===== src/rtl/phase_seq_monitor.sv =====
// Checks a 4-phase sequencer code stream, counting wraps and errors and flagging lock.
// Latency: 1 cycle (all outputs registered); no backpressure, samples gated by phase_valid.
module phase_seq_monitor #(
  parameter int LOCK_CYCLES = 4,
  parameter int CNT_W       = 8,
  parameter int ERR_W       = 4
) (
  input  logic             clk,
  input  logic             reset,
  input  logic [2:0]       phase_in,
  input  logic             phase_valid,
  input  logic             clr,
  output logic             locked,
  output logic             seq_err,
  output logic             cycle_done,
  output logic [CNT_W-1:0] cycle_count,
  output logic [ERR_W-1:0] err_count
);

  localparam int GW = $clog2(LOCK_CYCLES + 1);

  typedef enum logic [1:0] {IDLE, ACQUIRE, LOCKED} state_t;

  state_t        state;
  logic [1:0]    prev;
  logic [GW-1:0] good_cnt;

  logic          legal;
  logic          match;
  logic          err_ev;
  logic          done_ev;
  logic [1:0]    expected;
  logic [GW-1:0] good_inc;

  always_comb begin
    legal    = ~phase_in[2];
    expected = prev + 2'd1;
    match    = legal && (phase_in[1:0] == expected);
    err_ev   = phase_valid && (!legal || (state != IDLE && !match));
    // A match with prev==3 can only be a 3->0 wrap.
    done_ev  = phase_valid && (state != IDLE) && match && (prev == 2'd3);
    good_inc = good_cnt + GW'(1);
  end

  always_ff @(posedge clk or posedge reset) begin
    if (reset) begin
      state       <= IDLE;
      prev        <= 2'd0;
      good_cnt    <= '0;
      locked      <= 1'b0;
      seq_err     <= 1'b0;
      cycle_done  <= 1'b0;
      cycle_count <= '0;
      err_count   <= '0;
    end else begin
      seq_err    <= err_ev;
      cycle_done <= done_ev;

      if (clr)
        cycle_count <= '0;
      else if (done_ev)
        cycle_count <= cycle_count + CNT_W'(1);

      if (clr)
        err_count <= '0;
      else if (err_ev && (err_count != {ERR_W{1'b1}}))
        err_count <= err_count + ERR_W'(1);

      if (phase_valid) begin
        case (state)
          IDLE: begin
            if (legal) begin
              prev     <= phase_in[1:0];
              good_cnt <= '0;
              state    <= ACQUIRE;
            end
          end
          ACQUIRE: begin
            if (!legal) begin
              good_cnt <= '0;
              state    <= IDLE;
            end else if (match) begin
              prev <= phase_in[1:0];
              if (prev == 2'd3) begin
                good_cnt <= good_inc;
                if (good_inc == GW'(LOCK_CYCLES)) begin
                  state  <= LOCKED;
                  locked <= 1'b1;
                end
              end
            end else begin
              // Resynchronise on the observed phase.
              good_cnt <= '0;
              prev     <= phase_in[1:0];
            end
          end
          LOCKED: begin
            if (!legal) begin
              good_cnt <= '0;
              state    <= IDLE;
              locked   <= 1'b0;
            end else if (match) begin
              prev <= phase_in[1:0];
            end else begin
              good_cnt <= '0;
              prev     <= phase_in[1:0];
              state    <= ACQUIRE;
              locked   <= 1'b0;
            end
          end
          default: begin
            state  <= IDLE;
            locked <= 1'b0;
          end
        endcase
      end
    end
  end

endmodule


===== config.mk =====
export PLATFORM = sky130hd
export DESIGN_NAME = phase_seq_monitor
export DESIGN_NICKNAME = d
export VERILOG_FILES = /design/src/rtl/phase_seq_monitor.sv
export SDC_FILE = /design/constraint.sdc
export NUM_CORES = 1
export LEC_CHECK = 0
export CORE_UTILIZATION = 30
export CTS_BUF_LIST = sky130_fd_sc_hd__clkbuf_8
export CTS_CLUSTER_DIAMETER = 150
export DETAILED_ROUTE_END_ITERATION = 10
export REMOVE_ABC_BUFFERS = 1
export SLEW_MARGIN = 20
export SYNTH_ARGS = -nofsm -noshare
export SYNTH_HDL_FRONTEND = slang
export SYNTH_SLANG_ARGS = --single-unit

===== constraint.sdc =====
create_clock -name clk -period 1.7 [get_ports clk]
set_input_delay 0.17 -clock clk [delete_from_list [all_inputs] [get_ports clk]]
set_output_delay 0.17 -clock clk [all_outputs]
set_load 0.02 [all_outputs]

==> results.sh <==
export IMPL_holdBufCountCts=0
export IMPL_grt_max_degree=23
export IMPL_finalCriticalPeriod_ns=1.85
export IMPL_synth_seq_cells=22
export IMPL_grt_pass1_wl_um=4960
export IMPL_track_usage_pct=14.9
export IMPL_wl_per_cell_um=13.9
export IMPL_leakage_nw=0.748
export IMPL_syn_area_per_cell_um2=9.71
export IMPL_critPathMostFrequentCell="buf_6"
export IMPL_start_util_pct=32.2
export IMPL_drtIter0Drc=38
export IMPL_yosys_warnings=0
export IMPL_coreArea_um2=3770
export IMPL_yosys_area_top_type_share_pct=45.4
export IMPL_cp_top_family="simple AND/OR/NAND/NOR gates"
export IMPL_worstPathMaxFanout=6
export IMPL_startpoint_type="register"
export IMPL_ant_nets=0
export IMPL_hpwl_um=1940
export IMPL_post_route_period_util_pct=109
export IMPL_grt_overflow=0
export IMPL_cts_root_buf="clkbuf_8"
export IMPL_hold_viol=0
export IMPL_synth_cells=125
export IMPL_crit_type="register to register"
export IMPL_dpl_cell_count=204
export IMPL_hp_class="input pin to async pin"
export IMPL_cts_tree="yes"
export IMPL_cp_arrival_ns=2.03
export IMPL_preCtsSetupSlack_ns=-0.267
export IMPL_cts_made_buffers=3
export IMPL_ir_drop_mv=0.338
export IMPL_slew_headroom_pct=65.7
export IMPL_yosys_area_top_type="dfrtp_1"
export IMPL_outcome="finished, violations left"
export IMPL_rsz0062_at_grt="yes"
export IMPL_io_buffers=21
export IMPL_cts_sinks=22
export IMPL_path_depth=7
export IMPL_num_fill_cells=341
export IMPL_grt_pass1_vias=1096
export IMPL_die_y_um=65.6
export IMPL_worst_path_largest_cell_delay_ns=0.42
export IMPL_clockBufferDepth=2
export IMPL_synth_area_top_cells="dfrtp_1, a21oi_1, ha_1, o31ai_1, or4_1"
export IMPL_dr_total_vias=1135
export IMPL_crit_path_end_kind="register"
export IMPL_drt_total_wl_um=3010
export IMPL_clock_skew_ns=0.00369
export IMPL_setup_violations=14
export IMPL_avgViaCountPerCell=5.25
export IMPL_drive_gt1_share_pct=28.6
export IMPL_drc_errors=0
export IMPL_p_per_area_nw_per_um2=741
export IMPL_worstSkewPairLatency_ns=0.27
export IMPL_ys_types=35
export IMPL_setup_ws_ns=-0.149
export IMPL_timing_fmax_mhz=541
export IMPL_diodes=0
export IMPL_rows=22
export IMPL_boundaryPins=22
export IMPL_cp_slowest_cell="dfrtp_1"
export IMPL_die_area_um2=4300
export IMPL_netlist_area_um2=1210
export IMPL_crit_chain="ha_4 > xor2_2 > nand4bb_4 > buf_6 > buf_6 > or3_1 > a21oi_1"
export IMPL_antenna_found_initial=0
export IMPL_violations="negative setup slack"
export IMPL_synth_seq_area_share_pct=45.4
export IMPL_fp_dieW_um=65.6
export IMPL_reg2reg_depth=7
export IMPL_worstMarginPinSlew_ns=0.512
export IMPL_max_cap_violations=0
export IMPL_nets=181
export IMPL_place_congestion=0.770
export IMPL_required_ns=1.88
export IMPL_clk_pin_slew_ns=0.08
export IMPL_syn_to_final_growth_pct=50.4
export IMPL_cts_htree_levels=1
export IMPL_stdcell_count=216
export IMPL_first_pass_iters=4
export IMPL_crit_buf_inv=2
export IMPL_slew_viol_final=0
cell families (layout without fill, tap and decap cells):
family                     count (synthesis)  count (layout)  share of synthesized area, %
AOI/OAI and AO/OA                         39              39                          20.3
and+or+nand+nor                           40              40                          19.3
buffers and inverters                     13              56                          4.95
muxes                                      3               3                          2.78
adders and majority gates                  5               5                          5.15
DFF                                       22              22                          45.4
xor gates and xnor gates                   3               3                          2.17
flip-flops by register name (all words and copies together), names as in the netlist:
| register | cells |
|---|---|
| state | 2 |
| cycle_count | 8 |
| err_count | 4 |
| locked | 1 |
| prev | 2 |
| cycle_done | 1 |
| good_cnt | 3 |
| seq_err | 1 |
what timing repair did:
item / CTS / global route
setup buffers: 3 / 4
cloned: 1 / 0
pin swaps: 17 / 9
setup endpoints to repair: 17 / 18
gates resized for setup: 13 / 15
routing by layer:
layer,routed length [um],share of wire (%),GRT usage (%)
met4,24,0.80,4.35
met3,84,2.8,2.78
met5,0,0,0
met1,1370,45,18.4
met2,1530,51,26.0
Yosys cell counts:
master     count
o31ai_1        7
nand3_1        7
mux2_2         3
a21oi_1       14
nand2_1        5
inv_1          7
nand2b_1       3
buf_6          1
o21a_1         1
o221ai_1       1
xnor2_1        2
buf_2          3
or3_1          3
a211o_1        1
nand4_1        1
or3b_2         2
o21ai_0        8
or2_2          1
xor2_1         1
o211ai_1       2
nor3_1         2
and3_1         1
nand4bb_1      1
o41ai_1        1
or4_1          7
a2111oi_0      1
and2b_1        1
ha_1           5
a311o_1        1
a21o_1         1
clkbuf_1       2
a22o_1         1
nor4_1         1
nor2_1         5
dfrtp_1       22
tightest hold or removal path: stages:
cell	delay, ns
clkdlybuf4s50_1	0.40
inv_1	0.05
buf_4	0.27
through the flow:
| step | utilization, % | total power [W] | instance area, um2 | TNS, ns | hold WS [ns] |
|---|---|---|---|---|---|
| floorplan | - | 0.000714 | 1180 | -3.82 | 0.159 |
| global placement | 41.6 | 0.000852 | 1570 | -2.07 | 0.504 |
| detailed placement | 41.6 | 0.000859 | 1570 | -2.79 | 0.516 |
| CTS | 45.5 | 0.00128 | 1710 | -2.05 | 0.252 |
| global route | 48.4 | 0.00142 | 1830 | -2.35 | 0.268 |
| finish | 48.4 | 0.00135 | 1830 | -1.21 | 0.233 |
power breakdown:
group,leakage [nW],switching (W),internal [W],total (W)
Clock,0.0288,0.000179,0.000207,0.000386
Sequential,0.297,0.0000156,0.000545,0.000560
Combinational,0.422,0.000204,0.000203,0.000407
Total,0.748,0.000399,0.000955,0.00135
path summary, 6_finish.rpt:
kind                            slack, ns                     from                         end
worst max-delay path                -0.15      prev[1]$_DFFE_PP0P_  cycle_count[0]$_DFFE_PP0P_
worst min-delay path                 0.23                    reset           seq_err$_DFF_PP0_
worst max register to register      -0.15      prev[1]$_DFFE_PP0P_  cycle_count[0]$_DFFE_PP0P_
worst min register to register       0.54  good_cnt[1]$_DFFE_PP0P_     good_cnt[1]$_DFFE_PP0P_
max in group asynchronous            1.24                    reset  cycle_count[2]$_DFFE_PP0P_
min in group clk                     0.54  good_cnt[1]$_DFFE_PP0P_     good_cnt[1]$_DFFE_PP0P_
cell type report:
cell class	instances	area, um2	share of cell area, %
Sequential cell	22	551	30.2
Tap cell	48	60.1	3.29
Inverter	7	26.3	1.44
Multi-Input combinational cell	90	721	39.5
Timing Repair Buffer	45	413	22.6
Clock buffer	4	55.1	3.02
placed cells by master, fill, tap and decap left out, types with 4 or more instances in the layout:
cell             count
o31ai_1              6
nand3_1              7
o21ai_0              8
clkdlybuf4s50_1     21
a21oi_2              4
dfrtp_1             22
clkbuf_8             4
nand2_1              5
buf_6                6
buf_4               18
ha_1                 4
inv_1                7
or4_1                6
a21oi_1             10
Note: power is estimated with default switching activity, not from simulation.
==> patch 1, RTL diff (same flow settings) <==
Re-encode `state_t` (3 states) as one-hot, 3 bits wide.
--- a/src/rtl/phase_seq_monitor.sv
+++ b/src/rtl/phase_seq_monitor.sv
@@ -19,7 +19,7 @@
 
   localparam int GW = $clog2(LOCK_CYCLES + 1);
 
-  typedef enum logic [1:0] {IDLE, ACQUIRE, LOCKED} state_t;
+  typedef enum logic [2:0] {IDLE = 3'b001, ACQUIRE = 3'b010, LOCKED = 3'b100} state_t;
 
   state_t        state;
   logic [1:0]    prev;
Function: no difference found for any inputs over 10 cycles, from zero or initial values and one cycle with reset high; not proved beyond that.
==> patch 1 against the original RTL <==
  * The flow finishes with violations (DRC, setup timing)
  * Highest routed layer unchanged
  * Routed wire length is 26% higher
  * Cell area rose by 18%
  * Area after synthesis rose by 17%
  * Worst setup slack got worse by 78 ps
  * Critical endpoint is now cycle_count[5]
  * Sequential cell count rose by 1
Power is not compared: it rests on default switching activity, and its combinational part moved more than twofold at a synthesized area within 25%.
==> patch 1: results (changes against the original RTL) <==
SYNTH.CELLS.MOST_FREQUENT='dfrtp_1 (22), a21oi_1 (14), nor2_1 (10)'
MULTI_INPUT_COMB_AREA_UM2=946  # +31%
STATUS='finished with violations'
SEQ_POWER_uW=663
LAYOUT.COMB_GATES.MULTI_INPUT=110  # +22%
YOSYSUNIQUECELLTYPES=50  # +43%
GRT.MET1_USAGE=0.186  # +0.00195
BUFFERS=53  # +18%
MET2ROUTEDLENGTH_MM=1.99  # +30%
POSTSYNTHAREAPERCELL_UM2=9.43  # -2.8%
VDD_IR_DROP_MAX_V=0.000557
CLK_SHARE=0.0215  # -0.00862
NUM-NONCLK-INVERTERS=9  # +2
GRT_UTIL_MET3=0.0342  # +0.00641
DRIVE_GT1_FRAC=0.347  # +0.0610
LAYOUT.NETS=212  # +17%
CLOCK_SKEW_PS=2.19  # -1.50 ps
DRC_ERRORS=6  # +6
FIRST_PASS_GRT_WIRE_LENGTH_MM=6.58  # +33%
DPL.CELL_COUNT=241  # +18%
ROUTE.DETAILED.VIAS_PER_INST=5.46  # +3.9%
BIGGESTREGSBYFLOPS='cycle_count x8, err_count x4'
MAXIMUM_NUMBER_OF_PINS_ON_ONE_NET_BEFORE_GLOBAL_ROUTE_REPAIR=24  # +4.3%
LARGEST_CLASS='multi-input combinational cells'
CRITICAL_PATH.MAX_STAGE_DELAY_PS=440  # +20 ps
FINAL_CORE_UTILIZATION=0.484  # about the same
MET1_LENGTH_MM=1.55  # +13%
AREA.SHARE.SEQUENTIAL=0.268  # -0.0332
MET2_USAGE=0.299  # +0.0388
VIOLATIONS='DRC, setup timing'
DP_HPWL_MM=2.65  # +36%
TOTAL_SETUP_BUFFERS_INSERTED_AFTER_CTS=4  # +1
DRT_PRE_ANTENNA_ITERS=9  # +5
CRITICAL_PATH_ARRIVAL_PS=2130  # +100 ps
CP_SLOWEST_CELL='or4_4'
SLEW_HEADROOM=0.707  # +0.0493
CTS_RESIZED=32  # +19
YS_TOP_CELLS_BY_AREA='dfrtp_1 (39%), a21oi_1 (5.0%), ha_1 (4.4%)'
SEQ_AREA_FRAC_SYNTH=0.408  # -0.0460
GRT_UTIL_ALL_LAYERS=0.164  # +0.0148
MET3ROUTEDLENGTH_UM=184  # +120%
GRT_PASS1_VIAS=1462  # +33%
SETUP_SLACK_PS=-227  # -78.4 ps
FINALSETUPVIOLCOUNT=18  # +4
SETUP-TNS-FINAL_PS=-2630  # -1420 ps
NON_CLK_BUF_SHARE=0.224  # -0.00208
ROUTED_WIRE_LENGTH_PER_INSTANCE_UM=15.1  # +8.7%
NFILLCELLS=410  # +20%
patch 1: changes by cell type after synthesis, sizes merged, moves of 3 or more:
cell    delta
nor2       +5
clkbuf     +3
mux2i      +3
nor2b      +3
patch 1: cell families (layout without fill, tap and decap cells):
group           after synthesis  after routing  share of synthesized area
compound gates               44             44                      0.208
xor+xnor                      4              4                     0.0248
fa+ha+maj                     5              5                     0.0442
buf+inv                      18             66                     0.0681
flops                        23             23                      0.408
mux                           7              7                     0.0530
simple gates                 49             50                      0.195
patch 1: path summary, 6_finish.rpt:
check | cells after the start | startpoint | slack (ps) | end
worst max register to register | 5 | prev[1] | -230 | cycle_count[5]
worst min register to register | 2 | locked | 540 | locked
worst min-delay path | 3 | reset | 240 | cycle_done
max in group asynchronous | 3 | reset | 1180 | state[0]
worst max-delay path | 5 | prev[1] | -230 | cycle_count[5]
min in group clk | 2 | locked | 540 | locked
==> patch 2, RTL diff (same settings) <==
Without the edit above. `CNT_W`: 8 -> 7.
--- a/src/rtl/phase_seq_monitor.sv
+++ b/src/rtl/phase_seq_monitor.sv
@@ -2,7 +2,7 @@
 // Latency: 1 cycle (all outputs registered); no backpressure, samples gated by phase_valid.
 module phase_seq_monitor #(
   parameter int LOCK_CYCLES = 4,
-  parameter int CNT_W       = 8,
+  parameter int CNT_W       = 7,
   parameter int ERR_W       = 4
 ) (
   input  logic             clk,
Interface: changed (resized cycle_count); port bits go from 22 to 21. No check against the original RTL was run, so the function may have changed too.
==> patch 2 against the original RTL <==
  * The flow still finishes with violations (setup timing)
  * Highest routed layer unchanged
  * Area after synthesis down 1.8%
  * Critical path depth down 2
  * Largest cell class unchanged
  * Total power down 3.7%
  * Critical endpoint is now cycle_count[6]
  * Worst setup slack worse by 210 ps
  * Largest power group unchanged
  * Sequential cell count down 1
  * Routed wire length up 2.0%
  * Sequential share of layout area down 2.1 points
  * Synthesized cell count down 2.4%
  * Sequential power down 4.3%
  * Cell area up 2.6%
==> patch 2: results (changes against the original RTL) <==
STATUS='finished with violations'
VIOLATIONS='setup timing'
REG2REG_DEPTH=5  # -2
FIRST_ITER_VIOLATIONS=35  # -7.9%
LEAKAGE_uW=0.000770  # +3.0%
YS_TOP_CELLS_BY_AREA='dfrtp_1 (44%), ha_1 (5.2%), a21oi_1 (4.2%)'
FINAL_PERIOD_MINUS_WORST_SETUP_SLACK_PS=2060  # +207 ps
CLOCK_SKEW_PS=3.99  # +0.297 ps
PLACED_AREA_MM2=0.00158  # +0.72%
SYNTH_CELLS=122  # -2.4%
ROUTABILITYCONGESTION=0.885  # +15%
CRITICAL_PATH.ENDPOINT='cycle_count[6]'
LAYOUT.NETS=179  # -1.1%
FINALSETUPVIOLCOUNT=16  # +2
DPL.CELL_COUNT=205  # +0.49%
GRT_UTIL_ALL_LAYERS=0.162  # +0.0129
CRITICAL_PATH.MAX_STAGE_DELAY_PS=560  # +140 ps
MAXIMUM_NUMBER_OF_PINS_ON_ONE_NET_BEFORE_GLOBAL_ROUTE_REPAIR=22  # -4.3%
YOSYSUNIQUECELLTYPES=36  # +2.9%
GRT_PASS1_VIAS=1172  # +6.9%
DPL_WORST_SLACK_PS=-430  # -164 ps
VIAS=1127  # -0.70%
CP_SLOWEST_CELL='or4_4'
DP_HPWL_MM=2.02  # +4.1%
SETUP-TNS-FINAL_PS=-3330  # -2120 ps
SEQ_AREA_FRAC_SYNTH=0.441  # -0.0129
WORSTSETUPSTARTPOINT='prev[0]'
VDD_IR_DROP_MAX_V=0.000354  # +4.6%
SETUP_SLACK_PS=-356  # -207 ps
NUMCTSBUFFERS=3  # unchanged
DRIVE_GT1_FRAC=0.398  # +0.112
CRITICAL_PATH_ARRIVAL_PS=2260  # +230 ps
DRT_WL_TOTAL_MM=3.07  # +2.0%
PLACE.PORT_BUFFERS=20  # -4.8%
CRIT_PATH_MAX_FANOUT=5  # -1
POWER.DENSITY_CELL_AREA_mW_PER_MM2=696  # -6.2%
FIRST_PASS_GRT_WIRE_LENGTH_MM=5.20  # +4.7%
ROUTED_WIRE_LENGTH_PER_INSTANCE_UM=14.4  # +2.9%
BIGGESTREGSBYFLOPS='cycle_count x7, err_count x4, good_cnt x3'
SYNTH.CELLS.MOST_FREQUENT='dfrtp_1 (21), a21oi_1 (10), o21ai_0 (8)'
==> patch 2: cell type report <==
type / count / area [um2]
fillers: 359 / 1870
multi-input cells: 89 / 791
flip-flops and latches: 21 / 526
repair buffers: 45 / 419
well taps: 48 / 60.1
clock buffers: 3 / 41.3
inverters: 7 / 28.8
clock inverters: 1 / 7.51
==> patch 2: per-layer routing <==
layer / share of wire / vias up / global-route usage
met1: 0.45 / 550 / 0.199
li1: - / 539 / -
met3: 0.030 / 6 / 0.0211
met5: 0 / - / 0
met2: 0.51 / 32 / 0.276
met4: 0.017 / 0 / 0.0788
==> patch 2: worst min-delay path by stage <==
stage	end	slack, ps	cells after the start
after detailed placement	good_cnt[0]	520	1
after global placement	prev[1]	500	1
after floorplan	cycle_count[0]	150	1
after global routing	cycle_count[1]	280	3
final	cycle_count[1]	220	3
after CTS	cycle_count[0]	230	3
==> patch 2: cell families after synthesis <==
| family | synth area share |
|---|---|
| XOR/XNOR | 0.0294 |
| flip-flops | 0.441 |
| AND/OR/NAND/NOR | 0.195 |
| buffers and inverters | 0.0504 |
| AO/OA/AOI/OAI | 0.186 |
| adder cells (fa/ha/maj) | 0.0525 |
| multiplexers | 0.0462 |
==> patch 2: what timing repair did <==
item                       4_1_cts  5_1_grt
hold endpoints to repair         0        0
setup buffers                    4        2
setup endpoints to repair       18       19
pin swaps                       26        4
resized for setup               27       14
==> patch 2: power breakdown <==
group          switching [uW]  internal, uW  total, uW
Combinational             214           203        417
Clock                     184           166        351
Sequential               16.4           520        536
Total                     415           889       1300
==> patch 2: worst register-to-register path: cells and delay by family, from the launching register on <==
kind	cells	cell delay [ps]
xor gates and xnor gates	1	150
AOI/OAI and AO/OA	1	120
adders and majority gates	1	260
DFF	1	420
and+or+nand+nor	2	1050
